[src/rtl/opTypes.sv]
// opTypes: shared ALU operation encoding and the issue payload handed to the ALU.
package opTypes;
    typedef enum logic [3:0] {
        noALU, addALU, subALU, andALU, orALU, xorALU,
        sltALU, sltuALU, sllALU, srlALU, sraALU
    } ALU_operation_t;
    // Widest ROB tag the payload can carry; narrower tags are zero-extended.
    localparam int TAG_MAX_W = 16;
    typedef struct packed {
        ALU_operation_t       op;
        logic [31:0]          a;
        logic [31:0]          b;
        logic [31:0]          pc;
        logic [TAG_MAX_W-1:0] tag;
    } alu_issue_t;
endpackage

[src/rtl/rr_picker.sv]
// rr_picker: one-hot round-robin pick, searching upward from ptr and wrapping N-1 -> 0.
module rr_picker #(
    parameter int N  = 4,
    parameter int IW = $clog2(N)
) (
    input  logic [N-1:0]  req,
    input  logic [IW-1:0] ptr,
    output logic [N-1:0]  grant,
    output logic [IW-1:0] idx,
    output logic          any
);
    logic [IW:0] j;
    always_comb begin
        grant = '0;
        idx   = '0;
        any   = 1'b0;
        j     = '0;
        for (int i = 0; i < N; i++) begin
            j = {1'b0, ptr} + (IW+1)'(i);
            j = (j >= (IW+1)'(N)) ? j - (IW+1)'(N) : j;
            if (!any && req[j]) begin
                any      = 1'b1;
                idx      = j[IW-1:0];
                grant[j] = 1'b1;
            end
        end
    end
endmodule

[src/rtl/alu_issue_arbiter.sv]
// alu_issue_arbiter: round-robin issue of ready reservation-station entries into a one-deep ALU slot.
// Define ALU_ISSUE_PERF_EN to add the perf_issue_cnt / perf_stall_cnt counters.
module alu_issue_arbiter
    import opTypes::*;
#(
    parameter int NUM_REQ = 4,
    parameter int TAG_W   = 5
) (
    input  logic                            clk,
    input  logic                            rst_n,
    input  logic [NUM_REQ-1:0]              req_valid,
    input  ALU_operation_t [NUM_REQ-1:0]    req_op,
    input  logic [NUM_REQ-1:0][31:0]        req_src1,
    input  logic [NUM_REQ-1:0][31:0]        req_src2,
    input  logic [NUM_REQ-1:0][31:0]        req_pc,
    input  logic [NUM_REQ-1:0][TAG_W-1:0]   req_tag,
    output logic [NUM_REQ-1:0]              req_grant,
    input  logic                            flush,
    output logic                            alu_valid,
    input  logic                            alu_ready,
    output ALU_operation_t                  alu_op,
    output logic [31:0]                     alu_a,
    output logic [31:0]                     alu_b,
    output logic [31:0]                     alu_pc,
    output logic [TAG_W-1:0]                alu_tag
`ifdef ALU_ISSUE_PERF_EN
    ,
    output logic [31:0]                     perf_issue_cnt,
    output logic [31:0]                     perf_stall_cnt
`endif
);
    localparam int IW = $clog2(NUM_REQ);
    logic [IW-1:0]      rr_ptr;
    logic [IW-1:0]      pick_idx;
    logic               pick_any;
    logic               can_accept;
    logic [NUM_REQ-1:0] pick_req;
    logic               unused_tag_bits;
    alu_issue_t         slot;
    assign can_accept = !alu_valid || alu_ready;
    // Masking the request vector keeps the grant low during reset, flush and stalls.
    assign pick_req   = (rst_n && can_accept && !flush) ? req_valid : '0;
    rr_picker #(.N(NUM_REQ), .IW(IW)) u_pick (
        .req   (pick_req),
        .ptr   (rr_ptr),
        .grant (req_grant),
        .idx   (pick_idx),
        .any   (pick_any)
    );
    always_ff @(posedge clk or negedge rst_n) begin
        if (!rst_n) begin
            alu_valid <= 1'b0;
            rr_ptr    <= '0;
            slot      <= '{op: noALU, a: '0, b: '0, pc: '0, tag: '0};
        end else if (pick_any) begin
            alu_valid <= 1'b1;
            rr_ptr    <= (pick_idx == IW'(NUM_REQ-1)) ? '0 : pick_idx + 1'b1;
            slot      <= '{op: req_op[pick_idx], a: req_src1[pick_idx], b: req_src2[pick_idx],
                           pc: req_pc[pick_idx], tag: TAG_MAX_W'(req_tag[pick_idx])};
        end else if (flush || alu_ready) begin
            alu_valid <= 1'b0;
        end
    end
    assign alu_op          = slot.op;
    assign alu_a           = slot.a;
    assign alu_b           = slot.b;
    assign alu_pc          = slot.pc;
    assign alu_tag         = slot.tag[TAG_W-1:0];
    assign unused_tag_bits = ^(slot.tag >> TAG_W);
`ifdef ALU_ISSUE_PERF_EN
    always_ff @(posedge clk or negedge rst_n) begin
        if (!rst_n) begin
            perf_issue_cnt <= '0;
            perf_stall_cnt <= '0;
        end else begin
            perf_issue_cnt <= perf_issue_cnt + 32'(pick_any);
            perf_stall_cnt <= perf_stall_cnt + 32'(alu_valid && !alu_ready);
        end
    end
`endif
endmodule

[config.mk]
export PLATFORM = sky130hd
export DESIGN_NAME = alu_issue_arbiter
export DESIGN_NICKNAME = d
export VERILOG_FILES = /design/src/rtl/opTypes.sv /design/src/rtl/rr_picker.sv /design/src/rtl/alu_issue_arbiter.sv
export SDC_FILE = /design/constraint.sdc
export NUM_CORES = 1
export LEC_CHECK = 0
export BUFFER_PORTS_ARGS = -buffer_cell sky130_fd_sc_hd__buf_2
export CAP_MARGIN = 20
export CORE_AREA = 2 2 209 211
export CTS_BUF_LIST = sky130_fd_sc_hd__clkbuf_16
export DETAILED_ROUTE_END_ITERATION = 10
export DIE_AREA = 0 0 211 213
export GPL_TIMING_DRIVEN = 0
export PLACE_DENSITY = 0.51
export SYNTH_ARGS = -nofsm -noshare
export SYNTH_HDL_FRONTEND = slang
export SYNTH_SLANG_ARGS = --single-unit
[constraint.sdc]
create_clock -name clk -period 3.9 [get_ports clk]
set_input_delay 0.39 -clock clk [delete_from_list [all_inputs] [get_ports clk]]
set_output_delay 0.39 -clock clk [all_outputs]
set_load 0.02 [all_outputs]
After elaboration in Yosys (flattened, before gate mapping):

Cells that the tools add are included.

* input bits: 428
* output and inout bits: 110
* register bits after elaboration: 108

* mux-type cells: 46
* add/subtract/negate cells: 8
* reductions and logical operators: 17
* magnitude comparators: 13
* equality and inequality tests: 1
* bitwise gates (word level): 3

Operators by type and width (number)
* binary-select mux 32 bit (select 2 bit): 3
* 2-to-1 mux 32 bit: 3
* 2-to-1 mux 4 bit: 6
* 2-to-1 mux 1 bit: 14
* >= comparator 3 x 1 -> 1 bit (second input constant): 4
* less-than comparator 3 bit (second input constant): 4
* 2-to-1 mux 3 bit: 4
* OR 4 bit: 3
* binary-select mux 5 bit (select 2 bit): 1
* 2-to-1 mux 2 bit: 5
* >= comparator 3 bit (second input constant): 3
* logical AND 1 bit: 9
* subtractor 3 bit (second input constant): 3
* binary-select mux 1 bit (select 2 bit): 4
* binary-select mux 4 bit (select 2 bit): 1
* demux 1 bit (select 2 bit): 4
* adder 2 x 2 -> 3 bit (second input constant): 2
* zero test 1 bit: 5
* 2-to-1 mux 5 bit: 1
* adder 2 x 1 -> 3 bit (second input constant): 1
* >= comparator 2 x 3 -> 1 bit (second input constant): 1
* less-than comparator 2 x 3 -> 1 bit (second input constant): 1
* subtractor 2 x 3 -> 3 bit (second input constant): 1
* adder 2 x 1 -> 2 bit (second input constant): 1
* 3 further kinds: 4

Depth between registers and ports, before layout:

Gate-level depths: netlist (run 1).

* word-level depth: 19
* depth in mapped cells: 14

Cells and area by module:

Synthesis (run 1) repeated with hierarchy kept, for this count alone.

* cells, all modules: 648
* area, all modules: 7480.9 um^2

By module, submodules not included
* alu_issue_arbiter: sequential area each 2702.6 um^2, area an instance 7020.5 um^2, instances 1, cells each 600
* rr_picker: sequential area each 0.0 um^2, area an instance 460.4 um^2, instances 1, cells each 48

Worst setup path after synthesis (run 1):

No wires, ideal clock.

* path kind: reg2reg
* start: register rr_ptr[0]
* end: register slot, in the netlist alu_a[30]
* stages on the path, launching flop included: 15
* arrival time: 3.177 ns
* setup slack: 0.593 ns
* path buffers: 6
* cell sequence: dfrtp_1 > buf_2 > buf_2 > inv_1 > ha_1 > buf_2 > mux4_2 > nand2b_1 > nand4_2 > and2_1 > buf_2 > buf_2 > buf_2 > a211oi_1 > a211oi_2

* cells in the longest elaborated chain, start to end: 16
* elaborated cells on any way between the ends: 39
* classes of those cells: add/sub: 7; order compare: 4; mux: 22; reduce/logical: 6

RTL lines
* start, declared: RTL line alu_issue_arbiter.sv:33 `logic [IW-1:0] rr_ptr;`
* start signal, assigned: RTL line alu_issue_arbiter.sv:57 `rr_ptr <= (pick_idx == IW'(NUM_REQ-1)) ? '0 : pick_idx + 1'b1;`
* branches (longest 16 deep; another with adder 2 x 1 -> 3 bit)
* end signal, assigned: RTL line alu_issue_arbiter.sv:54 `slot <= '{op: noALU, a: '0, b: '0, pc: '0, tag: '0};`
* end signal, assigned: RTL line alu_issue_arbiter.sv:58 `slot <= '{op: req_op[pick_idx], a: req_src1[pick_idx], b: req_src2[pick_idx],`
* end, declared: RTL line alu_issue_arbiter.sv:39 `alu_issue_t slot;`

Several ways; the timed one is not identified. The select of a mux whose other input is x is not followed.
A chain may end at the register's enable or synchronous reset.

Final worst setup path (run 1):

* start: register rr_ptr[0]
* end: register slot, in the netlist alu_a[0]

Same word-level chain as after synthesis.

==> results of run 1 <==
[area by class of cell]
type / instances / area share (%)
multi-input combinational: 700 / 39.5
timing repair buffer: 550 / 24.6
sequential: 108 / 23.1
tap: 546 / 5.84
buffer: 96 / 4.33
clock buffer: 9 / 1.93
clock inverter: 7 / 0.449
inverter: 4 / 0.160
antenna: 7 / 0.150
[cells in the mapped netlist, types with 2 or more instances]
| cell type | instances |
|---|---|
| nor3b_1 | 3 |
| buf_2 | 22 |
| dfrtp_1 | 108 |
| a22oi_1 | 8 |
| and3b_1 | 2 |
| buf_4 | 3 |
| nor2_1 | 112 |
| and3_1 | 104 |
| nand2_2 | 2 |
| a211oi_2 | 60 |
| nand2_1 | 107 |
| o22ai_1 | 104 |
| a21oi_1 | 2 |
| mux4_2 | 2 |
| o21ai_0 | 7 |
| buf_1 | 2 |
| nand2b_1 | 4 |
| buf_6 | 7 |
| ha_1 | 8 |
| nor2b_1 | 6 |
| clkbuf_1 | 63 |
| a211oi_1 | 148 |
| mux2i_1 | 5 |
| inv_1 | 4 |
[through the flow]
step	total power [W]	area (um^2)	setup slack, ps	util, %	setup TNS (ps)
after floorplan	0.00457	7730	593	-	0
after global placement	0.00624	11100	-2080	26.0	-156240
after detailed placement	0.00626	11100	-444	26.1	-26470
after CTS	0.00733	11600	-4.42	27.1	-8.35
after global routing	0.00783	11700	7.65	27.4	0
final	0.00732	11700	168	27.4	0
[where the power goes]
part	switching, W	leakage, nW	internal (W)
Clock	0.000510	0.141	0.000440
Sequential	0.000332	1.25	0.00167
Combinational	0.00277	4.32	0.00161
[logic make-up after synthesis]
kind of cell | after synthesis
AND/OR/NAND/NOR | 347
flip-flops | 108
AO/OA/AOI/OAI | 336
multiplexers | 8
buffers and inverters | 101
XOR/XNOR | 1
adder cells (fa/ha/maj) | 8
[metal layers]
layer | global-route usage [%] | up-vias
met4 | 6.53 | 6
li1 | - | 4593
met1 | 24.2 | 4891
met2 | 32.3 | 437
met3 | 3.75 | 60
met5 | 0 | -
[worst max path at each step]
| stage | start | endpoint | slack (ps) | cells after the start |
|---|---|---|---|---|
| floorplan | rr_ptr[0]$_DFFE_PN0P_ | alu_a[30]$_DFFE_PN0P_ | 590 | 14 |
| CTS | rr_ptr[0]$_DFFE_PN0P_ | alu_pc[20]$_DFFE_PN0P_ | -4 | 14 |
| detailed placement | rr_ptr[0]$_DFFE_PN0P_ | alu_b[10]$_DFFE_PN0P_ | -440 | 13 |
| global route | rr_ptr[0]$_DFFE_PN0P_ | alu_pc[26]$_DFFE_PN0P_ | 8 | 14 |
| finish | rr_ptr[0]$_DFFE_PN0P_ | alu_a[0]$_DFFE_PN0P_ | 170 | 13 |
| global placement | rst_n | alu_pc[24]$_DFFE_PN0P_ | -2080 | 9 |
[worst register-to-register path: stages, from the launching register on]
cell        delay (ps)
dfrtp_1            350
buf_2              170
buf_4              220
clkinvlp_4         140
ha_1               290
buf_2              190
mux4_2             580
o211a_1            180
o32a_1             340
buf_4              210
nand2_4            170
clkbuf_1           460
a211oi_1           150
a211oi_1           210
[placed cells by master, fill, tap and decap left out, types with 9 or more instances in the layout]
master	count
a211oi_1	141
a211oi_2	67
and3_1	104
buf_2	546
buf_4	21
buf_6	9
clkbuf_1	51
clkbuf_16	9
clkbuf_2	10
dfrtp_1	108
nand2_1	107
nor2_1	112
o22ai_1	104
[registers in the layout, summed over array words and instances (netlist names)]
signal and count:
alu_a 32, alu_valid 1, alu_b 32, alu_tag 5
alu_op 4, rr_ptr 2, alu_pc 32
[timing repair]
action / in CTS / in global routing
endpoints found under the hold margin: 24 / 0
setup buffers: 1 / 9
gates resized for setup: 35 / 3
pin swaps: 2 / 1
hold buffers: 4 / 0
endpoints found under the setup margin: 106 / 99
==> impl_metrics.json, run 1 <==
{
  "crit_family": "buffers and inverters",
  "synth-simple-area-share_pct": 21.3,
  "r2r_start": "rr_ptr[0]$_DFFE_PN0P_",
  "whs_ps": 239,
  "worstMarginPinSlew_ps": 699,
  "setup_viol": 0,
  "worstPathMaxFanout": 10,
  "startpoint_type": "flop",
  "yosysWarnings": 0,
  "p_leak_nw": 5.71,
  "final_nets": 1905,
  "cp_slowest_cell": "mux4_2",
  "hold_depth": 2,
  "hold_path_startpoint": "flush",
  "muxShareOfSynthArea_pct": 1.38,
  "cts-buffers-inserted": 9,
  "fin_crit_sh_pct": 95.7,
  "vias": 9987,
  "max_freq_ghz": 0.268,
  "period_minus_slack_ps": 3730,
  "synthToLayoutAreaGrowth_pct": 51.4,
  "coreArea_um2": 42700,
  "hold_class": "input port to flop",
  "p_per_area_nw_per_um2": 626,
  "n_fill_cell": 4730,
  "slowest_delay_ps": 580,
  "gp_congestion": 0.947,
  "grt_max_degree": 58,
  "clockRootBuffer": "clkbuf_16",
  "overflow": 0,
  "grt.total_usage_pct": 19.1,
  "antenna_left": 0,
  "fp.dieH_um": 213,
  "synth_top_family_by_area": "compound AO/OA/AOI/OAI gates",
  "wl_met3_um": 2750,
  "ir_drop_v": 0.000229,
  "start_util_pct": 18.1,
  "synth_cell_types": 40,
  "synth-compound-area-share_pct": 34.8,
  "multi_input_area_um2": 4610,
  "syn-num-nets": 1345,
  "cp.buffers_inverters": 6,
  "cts_tree": "done",
  "synth_xor_area_share_pct": 0.113,
  "clk_pin_slew_worst_paths_ps": 90,
  "reg2reg_to": "alu_a[0]$_DFFE_PN0P_",
  "rows": 76,
  "ff2ff_path_depth": 13,
  "layout-drive-gt1-share_pct": 46.5,
  "hold_violations": 0,
  "ys_ff_latch": 108,
  "drv_slew": 0,
  "firstDrtPassIters": 5,
  "wl_met2_um": 21500,
  "synthCells": 909,
  "numPortBuffers": 534,
  "clock_sinks": 108,
  "instances_no_fill": 2027,
  "route.final.wire_length_um": 44500,
  "synth-adder-area-share_pct": 1.30,
  "drt_iter0_markers": 596,
  "critPathArrivalTime_ps": 4020,
  "fin_skew_ps": 16.5,
  "wl_met1_um": 19000,
  "slew_headroom_pct": 53.4,
  "die_w_um": 211,
  "hold_end": "alu_valid$_DFFE_PN0P_",
  "synth_top_flop_cell": "dfrtp_1",
  "via_per_inst": 4.93,
  "dieArea_um2": 44900,
  "synth_top_area_share_pct": 35.0,
  "grt_pass1_vias": 10200,
  "ctsHtreeMaxLevel": 3,
  "clk_latency_ps": 380,
  "placed_cells": 1991,
  "dr.max_layer_used": "met5",
  "syn_area_um2": 7730,
  "register_area_um2": 2700,
  "pin_count": 538,
  "timing.max_cap.violations": 0,
  "syn_area_per_cell_um2": 8.50,
  "synth-edff-count": 0,
  "place_hpwl_um": 34600,
  "rsz0062_at_grt": "no",
  "worst-setup-path-type": "flop to flop",
  "crit_path_cell_trace": "buf_2 -> buf_4 -> clkinvlp_4 -> ha_1 -> buf_2 -> mux4_2 -> o211a_1 -> o32a_1 -> buf_4 -> nand2_4 -> clkbuf_1 -> a211oi_1 -> a211oi_1",
  "cts_buffer_depth": 2,
  "antenna_found_initial": 8,
  "grt_pass1_wl_um": 63900,
  "synthTopCellsByArea": "dfrtp_1 35%, a211oi_1 14%, a211oi_2 9.7%",
  "synthArstFlopShare_pct": 100,
  "yosysTopAreaCell": "dfrtp_1",
  "cp-end-kind": "flop",
  "ys_seq_area_share_pct": 35.0,
  "ff2ff_setup_slack_ps": 170,
  "status": "finished, final reports clean",
  "cp.required_ps": 4190,
  "drc": 0,
  "post_drt_wl_per_cell_um": 22.0
}
(Power assumes the default switching activity.)
==> run 2: changes to the inputs <==
- ABC_CLOCK_PERIOD_IN_PS: default -> 4500
- CORE_AREA: 2 2 209 211 -> 2 2 211 213
- DIE_AREA: 0 0 211 213 -> 0 0 213 215
- PLACE_DENSITY: 0.51 -> 0.5
- REMOVE_ABC_BUFFERS: default -> 1
- clock period: 3.9 -> 4.5 ns (I/O delays scaled with it)
==> impl_metrics.json, run 2 (synthesis gave the netlist of run 1 again) <==
{
  "ir_drop_v": 0.000251,
  "reg2reg_to": "alu_b[0]$_DFFE_PN0P_",
  "whs_ps": 16.8,
  "grt_pass1_wl_um": 58300,
  "crit_top_cell": "buf_16",
  "pin_count": 538,
  "route.final.wire_length_um": 39900,
  "status": "finished, final reports clean",
  "cp-end-kind": "flop",
  "antenna_left": 0,
  "post_drt_wl_per_cell_um": 20.1,
  "overflow": 0,
  "slowest_delay_ps": 630,
  "numPortBuffers": 537,
  "diodes": 0,
  "stdcell_area_um2": 11600,
  "clk_latency_ps": 390,
  "final_nets": 1826,
  "r2r_start": "rr_ptr[0]$_DFFE_PN0P_",
  "ctsHtreeMaxLevel": 3,
  "clock_sinks": 108,
  "clockRootBuffer": "clkbuf_16",
  "tns_ps": 0,
  "cp_slowest_cell": "dfrtp_2",
  "hold_violations": 0,
  "cts_buffer_depth": 2,
  "crit_family": "simple AND/OR/NAND/NOR gates",
  "instances_no_fill": 1987,
  "crit_path_cell_trace": "clkinvlp_4 -> ha_1 -> mux4_2 -> nand2b_1 -> nand4_4 -> buf_16 -> and2_4 -> buf_16 -> a21oi_1 -> a221oi_1",
  "start_util_pct": 17.7,
  "ff2ff_path_depth": 10,
  "layout-drive-gt1-share_pct": 47.0,
  "drv_slew": 0,
  "startpoint_type": "flop",
  "cp.buffers_inverters": 3,
  "worst-setup-path-type": "flop to flop",
  "fp.dieH_um": 215,
  "final_common_cell": "buf_2",
  "grt_pass1_vias": 9928,
  "vias": 9751,
  "p_per_area_nw_per_um2": 551,
  "coreArea_um2": 43600,
  "gp_congestion": 0.865,
  "worstMarginPinSlew_ps": 836,
  "max_freq_ghz": 0.240,
  "synthToLayoutAreaGrowth_pct": 49.6,
  "p_leak_nw": 5.59,
  "ff2ff_setup_slack_ps": 340,
  "placed_cells": 1958,
  "timing.max_cap.violations": 0,
  "cp.required_ps": 4790,
  "die_w_um": 213,
  "period_minus_slack_ps": 4160,
  "antenna_found_initial": 2,
  "drc": 0,
  "cts-buffers-inserted": 9,
  "rows": 77,
  "dieArea_um2": 45800,
  "worstPathMaxFanout": 63,
  "grt_max_degree": 64,
  "final_cell_mix": "538 x buf_2, 147 x a211oi_1, 112 x nor2_1",
  "cts_tree": "done",
  "fin_skew_ps": 5.43,
  "register_area_um2": 2700,
  "via_per_inst": 4.91,
  "firstDrtPassIters": 5,
  "place_hpwl_um": 27800,
  "slew_headroom_pct": 44.2,
  "critPathArrivalTime_ps": 4450,
  "fin_crit_sh_pct": 92.5,
  "clk_pin_slew_worst_paths_ps": 80,
  "hold_class": "input port to async pin",
  "drt_iter0_markers": 561,
  "rsz0062_at_grt": "no",
  "setup_viol": 0,
  "multi_input_area_um2": 4660,
  "n_fill_cell": 4825,
  "grt.total_usage_pct": 16.6,
  "dpl-instance-area_um2": 11100
}
run 2: cell count changes in the layout (fill, tap and decap cells not counted), sizes merged, moves of 2 or more:
cell / change
clkbuf: -62
buf: -20
diode: -7
inv: -2
nand3: +2
nand4: +2
run 2: final cells by class:
class                      count  share of cell area (%)
clock buffer                   9                    1.95
clock inverter                 7                   0.498
inverter                       4                   0.162
multi-input combinational    704                    40.4
sequential                   108                    23.4
tap                          592                    6.41
timing repair buffer         563                    27.2
run 2: how the worst max path moves through the flow:
stage	start	endpoint	slack, ps	cells past startpoint
2_1_floorplan	rst_n	alu_a[10]$_DFFE_PN0P_	-3510	6
3_3_place_gp	rst_n	alu_a[3]$_DFFE_PN0P_	-13890	7
3_5_place_dp	rr_ptr[0]$_DFFE_PN0P_	alu_a[3]$_DFFE_PN0P_	-540	10
4_1_cts	rr_ptr[0]$_DFFE_PN0P_	alu_a[3]$_DFFE_PN0P_	10	9
5_1_grt	rr_ptr[0]$_DFFE_PN0P_	alu_b[0]$_DFFE_PN0P_	160	10
6_report	rr_ptr[0]$_DFFE_PN0P_	alu_b[0]$_DFFE_PN0P_	340	10
run 2: through the flow:
step | power [W] | util [%] | worst slack [ps]
final | 0.00637 | 26.5 | 339
after global routing | 0.00680 | 26.5 | 157
after CTS | 0.00636 | 26.3 | 14.1
after detailed placement | 0.00535 | 25.5 | -536
after global placement | 0.00527 | 24.5 | -13890
after floorplan | 0.00385 | - | -3510
run 2: report_power, final:
part,leakage (nW),total [W],switching (W),internal [W]
Sequential,1.24,0.00177,0.000323,0.00145
Clock,0.135,0.000852,0.000427,0.000425
Combinational,4.21,0.00375,0.00237,0.00138
Total,5.59,0.00637,0.00312,0.00325
run 2: metal layers:
| layer | routed length, um | global-route usage [%] | vias up |
|---|---|---|---|
| met5 | 11 | 0 | - |
| met1 | 16400 | 20.1 | 4742 |
| met3 | 3100 | 3.92 | 57 |
| met4 | 1240 | 7.16 | 2 |
| li1 | - | - | 4436 |
| met2 | 19100 | 27.8 | 514 |
run 2: timing repair:
| item | 4_1_cts | 5_1_grt |
|---|---|---|
| hold endpoints to repair | 0 | 0 |
| hold buffers | 0 | 0 |
| cloned | 2 | 2 |
| endpoints found under the setup margin | 106 | 80 |
| setup buffers | 2 | 5 |
| pin swaps | 0 | 2 |
| resized for setup | 2 | 3 |
